**src/rtl/uart_tx.sv**
```systemverilog
// uart_tx: 8N1 UART transmitter with a power-of-2 write FIFO, LSB first.
// Define UART_TX_PARITY_EN to insert an even-parity bit between D7 and STOP.
module uart_tx #(
  parameter int clk_frequence = 5_000_000,
  parameter int baud_rate     = 9600,
  parameter int fifo_depth    = 4
) (
  input  logic       clk,
  input  logic       rst_n,
  input  logic [7:0] pi_data,
  input  logic       pi_flag,
  output logic       tx,
  output logic       tx_busy,
  output logic       fifo_full,
  output logic       po_done
);

  localparam int cnt_baud_max = clk_frequence / baud_rate;
  localparam int CW = (cnt_baud_max > 1) ? $clog2(cnt_baud_max) : 1;
  localparam int AW = (fifo_depth > 1) ? $clog2(fifo_depth) : 1;
  localparam logic [CW-1:0] CNT_LAST = CW'(cnt_baud_max - 1);
  localparam logic [AW:0]   FULL_CNT = (AW+1)'(fifo_depth);
  localparam logic [AW:0]   CNT_ONE  = (AW+1)'(1);
  localparam logic [AW-1:0] PTR_ONE  = AW'(1);

`ifdef UART_TX_PARITY_EN
  typedef enum logic [2:0] {IDLE, START, DATA, PARITY, STOP} state_t;
`else
  typedef enum logic [1:0] {IDLE, START, DATA, STOP} state_t;
`endif

  state_t          state;
  logic [CW-1:0]   cnt;
  logic [2:0]      bit_idx;
  logic [7:0]      shift;
  logic [7:0]      mem [fifo_depth];
  logic [AW-1:0]   wr_ptr;
  logic [AW-1:0]   rd_ptr;
  logic [AW:0]     count;
  logic [AW:0]     count_next;
  logic            push;
  logic            pop;
  logic            bit_end;
  logic [7:0]      head;
`ifdef UART_TX_PARITY_EN
  logic            par_bit;
`endif

  assign head = mem[rd_ptr];

  // fifo_full mirrors the registered count, so a push against a full FIFO is
  // rejected even if the same cycle pops.
  always_comb begin
    push       = pi_flag && !fifo_full;
    bit_end    = (cnt == CNT_LAST);
    pop        = (count != '0) &&
                 ((state == IDLE) || ((state == STOP) && bit_end));
    count_next = count;
    if (push && !pop)
      count_next = count + CNT_ONE;
    else if (!push && pop)
      count_next = count - CNT_ONE;
  end

  always_ff @(posedge clk) begin
    if (push)
      mem[wr_ptr] <= pi_data;
  end

  always_ff @(posedge clk or negedge rst_n) begin
    if (!rst_n) begin
      state     <= IDLE;
      cnt       <= '0;
      bit_idx   <= '0;
      shift     <= '0;
      wr_ptr    <= '0;
      rd_ptr    <= '0;
      count     <= '0;
      tx        <= 1'b1;
      tx_busy   <= 1'b0;
      fifo_full <= 1'b0;
      po_done   <= 1'b0;
`ifdef UART_TX_PARITY_EN
      par_bit   <= 1'b0;
`endif
    end else begin
      if (push)
        wr_ptr <= wr_ptr + PTR_ONE;
      if (pop)
        rd_ptr <= rd_ptr + PTR_ONE;
      count     <= count_next;
      fifo_full <= (count_next == FULL_CNT);
      tx_busy   <= (state != IDLE) || (count != '0);
      po_done   <= (state == STOP) && bit_end;

      if ((state == IDLE) || bit_end)
        cnt <= '0;
      else
        cnt <= cnt + CW'(1);

      // tx is driven from the current state, so the line lags the FSM by one clock.
      case (state)
        IDLE: begin
          tx <= 1'b1;
          if (pop) begin
            shift   <= head;
            bit_idx <= '0;
`ifdef UART_TX_PARITY_EN
            par_bit <= ^head;
`endif
            state   <= START;
          end
        end
        START: begin
          tx <= 1'b0;
          if (bit_end)
            state <= DATA;
        end
        DATA: begin
          tx <= shift[0];
          if (bit_end) begin
            shift   <= {1'b0, shift[7:1]};
            bit_idx <= bit_idx + 3'd1;
            if (bit_idx == 3'd7) begin
`ifdef UART_TX_PARITY_EN
              state <= PARITY;
`else
              state <= STOP;
`endif
            end
          end
        end
`ifdef UART_TX_PARITY_EN
        PARITY: begin
          tx <= par_bit;
          if (bit_end)
            state <= STOP;
        end
`endif
        STOP: begin
          tx <= 1'b1;
          if (bit_end) begin
            if (pop) begin
              shift   <= head;
              bit_idx <= '0;
`ifdef UART_TX_PARITY_EN
              par_bit <= ^head;
`endif
              state   <= START;
            end else begin
              state <= IDLE;
            end
          end
        end
        default: begin
          tx    <= 1'b1;
          state <= IDLE;
        end
      endcase
    end
  end

endmodule

```
**config.mk**
```make
export PLATFORM = sky130hd
export DESIGN_NAME = uart_tx
export DESIGN_NICKNAME = d
export VERILOG_FILES = /design/src/rtl/uart_tx.sv
export SDC_FILE = /design/constraint.sdc
export NUM_CORES = 1
export LEC_CHECK = 0
export ABC_AREA = 1
export ABC_CLOCK_PERIOD_IN_PS = 5100
export CORE_ASPECT_RATIO = 0.6
export CORE_MARGIN = 4
export CORE_UTILIZATION = 40
export CTS_BUF_LIST = sky130_fd_sc_hd__clkbuf_16
export DETAILED_ROUTE_END_ITERATION = 7
export GPL_ROUTABILITY_DRIVEN = 0
export SLEW_MARGIN = 20
export SYNTH_ARGS = -nofsm -noshare
export SYNTH_HDL_FRONTEND = slang
export SYNTH_SLANG_ARGS = --single-unit
```
**constraint.sdc**
```tcl
create_clock -name clk -period 5.1 [get_ports clk]
set_clock_uncertainty 0.15 [all_clocks]
set_input_delay 0.51 -clock clk [delete_from_list [all_inputs] [get_ports clk]]
set_output_delay 0.51 -clock clk [all_outputs]
set_load 0.02 [all_outputs]
```
Word level (Yosys, flattened, before mapping)
Memory sizes are Yosys's and may differ from the RTL's. Cells that the tools add are included.

Flip-flop bits (word level): 34. Bits in writable memories: 32. Input port bits: 11. Output and inout bits: 4. Memories kept: 1.

Memories: mem (words 4, bits a word 8, rd ports 1, clocked after Yosys merged registers in 0, write ports 1, RTL line 36) `logic [7:0] mem [fifo_depth];`.

$add $sub $neg: 6. Equal/unequal tests: 11. Multiplexer cells: 21. Reduce and logical (&&, ||, !) cells: 18.

Operators by type and width (count): $mux 8 (3); $pmux 8 s3 (1); $mux 3 (5); $add 10x1->10 const B (1); $eq 10x10->1 const B (1); $mux 10 (1); $mux 2 (5); $ne 2x2->1 const B (5); $pmux 3 s3 (1); $pmux 2 s4 (1); $add 3x1->3 const B (2); $eq 3x3->1 const B (2); $reduce_bool 3->1 (2); $logic_and 1x1->1 (5); $reduce_and 5->1 (1); $add 2x1->2 const B (2); $eq 2x2->1 const B (2); $logic_not 1->1 (3); $logic_or 1x1->1 (3); $mux 1 (3); $pmux 1 s3 (1); $reduce_and 3->1 (1); $sub 3x1->3 const B (1); $eq 2x1->1 const B (1); 3 further kinds (3).

Logic depth before layout (Yosys ltp)
Depth in word-level cells: 8. Mapped depth: 12. Depth with buffers taken out: 12.

Worst setup path before layout
Ideal clock, no wire load.

Path type: input to register. Start point: in pi_flag. End point: mem mem[0][0] (enable). Arrival: 1.328 ns. Data required time: 4.579 ns. Setup slack: 3.251 ns. Cell stages on the path: 4. Path buffers: 0. Path through: inv_1 > nor2_1 > inv_1 > nor2_1.

Longest elaborated chain between the ends: 3.

Ends and longest elaborated chain: start, declared (RTL line 11) `input logic pi_flag,`; $logic_and 1x1->1 (RTL line 54) `push = pi_flag && !fifo_full;`; $mux 1 (RTL line 66) `if (push)`; $mux 1 (not written as such) (RTL line 67) `mem[wr_ptr] <= pi_data;`; end, declared (RTL line 36).

Every way passes these cells.

Worst setup path after layout
Start point: reg state[0]. End point: reg shift[7].

Longest elaborated chain between the ends: 7. Elaborated cells on any way between the ends: 13.

Ends and longest elaborated chain: start, declared (RTL line 32) `state_t state;`; start signal, assigned (RTL line 72) `state <= IDLE;`; start signal, assigned (RTL line 111) `state <= START;`; start signal, assigned (RTL line 117) `state <= DATA;`; $eq 2x2->1 (RTL line 57, 102); $logic_and 1x1->1 (RTL line 57) `((state == IDLE) || ((state == STOP) && bit_end));`; $logic_or 1x1->1 (RTL line 57); $logic_and 1x1->1 (RTL line 56) `pop = (count != '0) &&`; $mux 8 (2 in series); $pmux 8 s3 (RTL line 102) `case (state)`; end signal, assigned (RTL line 122) `shift <= {1'b0, shift[7:1]};`; end, declared (RTL line 35) `logic [7:0] shift;`.

Parallel ways exist; a longest one is shown, timed or not. The select of a mux whose other input is x is not followed. A chain may end at the register's enable or synchronous reset.

==> flow_results.org <==
** Clocking
- # Post-CTS Setup Buffers :: 0
- In this run, post-CTS hold repair placed 0 buffers.
- Longest Clk Path Bufs :: 2
- Clock H-tree levels :: 3
- Clock sinks :: 66
- Cts bufs inserted :: 9
- The tree is rooted in a sky130_fd_sc_hd__clkbuf_16.
- Clock tree from TritonCTS :: done
- In this run, post-CTS repair resized a total of 0 instances.
- Clock slew at reported path FFs :: 0.06 ns
- Clock latency at the later pin of the worst-skew pair :: approximately 0.33 ns

** Placement
- Placed wire-length estimate after detailed placement :: 4.37 mm
- Input/output buffers :: 14
- Standard cell area after detailed placement :: 3240 um^2
- The number of placed instances, taps included, is 405.

** Synth
- For this run, the number of Yosys warnings is 0.
- Gate count of the mapped netlist :: 292
- Synthesized area per cell :: slightly above 10 um^2
- Post-synthesis sequential area ratio :: 0.604
- When the netlist entered floorplanning its net count stood at 318.
- Counting flops with a built-in enable in the synthesized netlist gives 32.
- Cell area after synthesis :: 3000 um^2
- In the synthesized netlist the dominant register cell turns out to be sky130_fd_sc_hd__dfrtp_1.
- Synth unique cells :: 33
- Counting flops with an async set or reset pin after synthesis yields a share of 0.515.
- Synthesis inferred 66 register bits.

** STA
- For the final routed database, the setup TNS stands at 0 ns.
- Count of pins over their slew limit :: 0
- For the pin with the worst max-slew slack, the measured transition is between 0.6 and 0.7 ns.
- Fin. Hold Viols :: 0
- RSZ-0062 raised after global routing :: no
- Relative slew slack :: 0.541
- Final worst path period share :: 0.458
- Worst hold margin :: 0.313 ns
- The smallest clock period supported by the final layout is computed as between 2 and 2.5 ns.
- Setup violations remaining at the end of the flow were counted as 0.
- Based on the critical path, the design can be clocked at up to 429 MHz.

** Detailed routing
- Before antenna repair, the detailed router went through 4 iterations.
- Initial DRC Count :: 116
- DR WL/cell :: roughly 14 um
- After detailed routing, the number of vias per cell comes to 4.69.
- Detail Route Antenna Nets :: 0
- The final route contains between 1500 and 2000 vias.
- In the routed design, unresolved DRC markers number 0.
- Summed over all layers, the routed wires come to 6.03 mm.

** Die
- The floorplan step set the die width to 120 um.
- The die covers 9000 um^2.
- I/O pin count :: 15
- The core region is 7270 um^2.
- The initial utilization of the core area, before any placement, comes to 0.413.
- Total number of placement rows :: 24
- Vertical die dimension :: 75.1 um

** Power
- The analysis attributes to cell leakage a power of 1.54 nW.
- Peak ir drop on the vdd network :: 238 uV
- Dividing total power by cell area gives a power density of between 400 and 500 nW/um^2.

** Layout
- Layout-stage area growth over the synthesis result :: 17.4%
- The repair_antennas step left the layout with diodes totalling 0.
- The net count of the finished layout is 338.
- Post-route non-filler standard cell count :: 421
- After routing the design area is 3520 um^2.
- Total of fill cells in the finished design :: ~680
- At the end of the flow the core is filled with cells to 0.485.
- Leaving out fill and tap cells, the most frequent cells in the layout are sky130_fd_sc_hd__nor2_1 (50), sky130_fd_sc_hd__nand2_1 (42), sky130_fd_sc_hd__inv_1 (33), sky130_fd_sc_hd__dfrtp_1 (33), sky130_fd_sc_hd__edfxtp_1 (32).
- Layout cells sized above 1 :: 0.0915
- The library cell used most frequently in the layout, excluding fill and tap cells, is sky130_fd_sc_hd__nor2_1.

** Critical path
- The setup check on the worst reg-to-reg path leaves a slack of 2.77 ns.
- Arrival time worst endpoint :: 2.39 ns
- Peak fanout along the critical path :: 18
- At the worst endpoint, the required time is 5.16 ns.
- The worst setup path is launched from a register.
- Counting cells, the worst reg-to-reg path comes to 9.
- Setup Crit Path Kind :: reg2reg
- Endpoint kind of the worst setup timing path :: register

** Global routing
- Via count of the first global-routing pass :: 1837
- Global route total overflow :: 0
- The first global-routing pass estimated 9.85 mm of wire.
- The initial antenna violation count came to 0.
- Total GRT Usage :: 0.148
- Largest net degree at the start of global routing :: 35

** Outcome
- Status :: finished clean

** Run
- Across the run, the number of max-cap violations was 0.

** Worst hold path
- Cell depth of the worst min-delay path :: 1
- Type of the most critical hold path :: reg2reg
==> worst max-delay path: stages (launching register included) <==
cell,delay (ns)
sky130_fd_sc_hd__dfrtp_1,0.43
sky130_fd_sc_hd__inv_1,0.12
sky130_fd_sc_hd__ha_1,0.45
sky130_fd_sc_hd__clkinv_1,0.37
sky130_fd_sc_hd__nand3_1,0.19
sky130_fd_sc_hd__o21ai_2,0.11
sky130_fd_sc_hd__nand2_4,0.18
sky130_fd_sc_hd__inv_1,0.07
sky130_fd_sc_hd__nand2_1,0.05
sky130_fd_sc_hd__o21ai_0,0.07
==> metrics by stage <==
step | worst slack [ns] | total power (W)
floorplan | 3.25 | 0.000824
global placement | 2.54 | 0.000901
detailed placement | 2.50 | 0.000902
CTS | 2.76 | 0.00148
global route | 2.57 | 0.00153
finish | 2.77 | 0.00146
==> layout make-up <==
class / count / area, um^2 / share of cell area
clock inverter: 7 / 55.1 / 0.0156
inverter: 34 / 128 / 0.0362
clock buffer: 9 / 225 / 0.0639
multi-input combinational: 186 / 1020 / 0.291
tap: 104 / 130 / 0.0369
sequential: 66 / 1810 / 0.515
timing repair buffer: 15 / 148 / 0.0419
==> logic make-up (layout without fill, tap and decap cells) <==
logic type                 count (synthesis)  count (layout)  share of synthesized area
and+or+nand+nor                          119             119                      0.174
DFF                                       66              66                      0.604
AOI/OAI and AO/OA                         48              48                     0.0934
buffers and inverters                     40              65                     0.0542
adders and majority gates                 15              15                     0.0626
xor gates and xnor gates                   4               4                     0.0117
==> cells in the mapped netlist, types with 2 or more instances <==
library cell / n / area, um^2
sky130_fd_sc_hd__a21oi_1: 8 / 40.0
sky130_fd_sc_hd__clkbuf_1: 3 / 11.3
sky130_fd_sc_hd__dfrtp_1: 33 / 826
sky130_fd_sc_hd__edfxtp_1: 32 / 961
sky130_fd_sc_hd__ha_1: 15 / 188
sky130_fd_sc_hd__inv_1: 33 / 124
sky130_fd_sc_hd__nand2_1: 42 / 158
sky130_fd_sc_hd__nand2_2: 3 / 18.8
sky130_fd_sc_hd__nand3_1: 9 / 45.0
sky130_fd_sc_hd__nand4_1: 2 / 12.5
sky130_fd_sc_hd__nor2_1: 50 / 188
sky130_fd_sc_hd__nor3_1: 3 / 15.0
sky130_fd_sc_hd__nor3b_1: 3 / 22.5
sky130_fd_sc_hd__o21ai_0: 22 / 110
sky130_fd_sc_hd__o21ai_2: 2 / 17.5
sky130_fd_sc_hd__o22ai_1: 7 / 43.8
sky130_fd_sc_hd__o31ai_1: 6 / 45.0
sky130_fd_sc_hd__xor2_1: 4 / 35.0
==> worst paths after layout <==
path | from | end
setup / recovery | state[0]$_DFFE_PN0P_ | shift[7]$_DFFE_PN0P_
hold / removal | cnt[0]$_DFF_PN0_ | cnt[0]$_DFF_PN0_
setup reg to reg | state[0]$_DFFE_PN0P_ | shift[7]$_DFFE_PN0P_
hold reg to reg | cnt[0]$_DFF_PN0_ | cnt[0]$_DFF_PN0_
max in group asynchronous | rst_n | tx$_DFF_PN1_
min in group asynchronous | rst_n | cnt[4]$_DFF_PN0_
==> registers in the layout (all words and copies together), names as in the netlist <==
name	flops
wr_ptr	2
shift	8
state	2
mem	32
bit_idx	3
rd_ptr	2
fifo_full	1
po_done	1
tx	1
count	3
tx_busy	1
cnt	10
==> routing by layer <==
layer,vias up,track usage,wire (um),part of all wire
met4,0,0.0584,80,0.013
met5,-,0,0,0
met3,10,0.0586,394,0.065
li1,1012,-,-,-
met1,919,0.230,3350,0.55
met2,35,0.179,2210,0.37
==> where the power goes <==
part	switching, W	internal (W)
Sequential	0.0000378	0.000645
Clock	0.000239	0.000331
Combinational	0.000136	0.0000717
Total	0.000412	0.00105
Power figures use the tool's default switching activity.
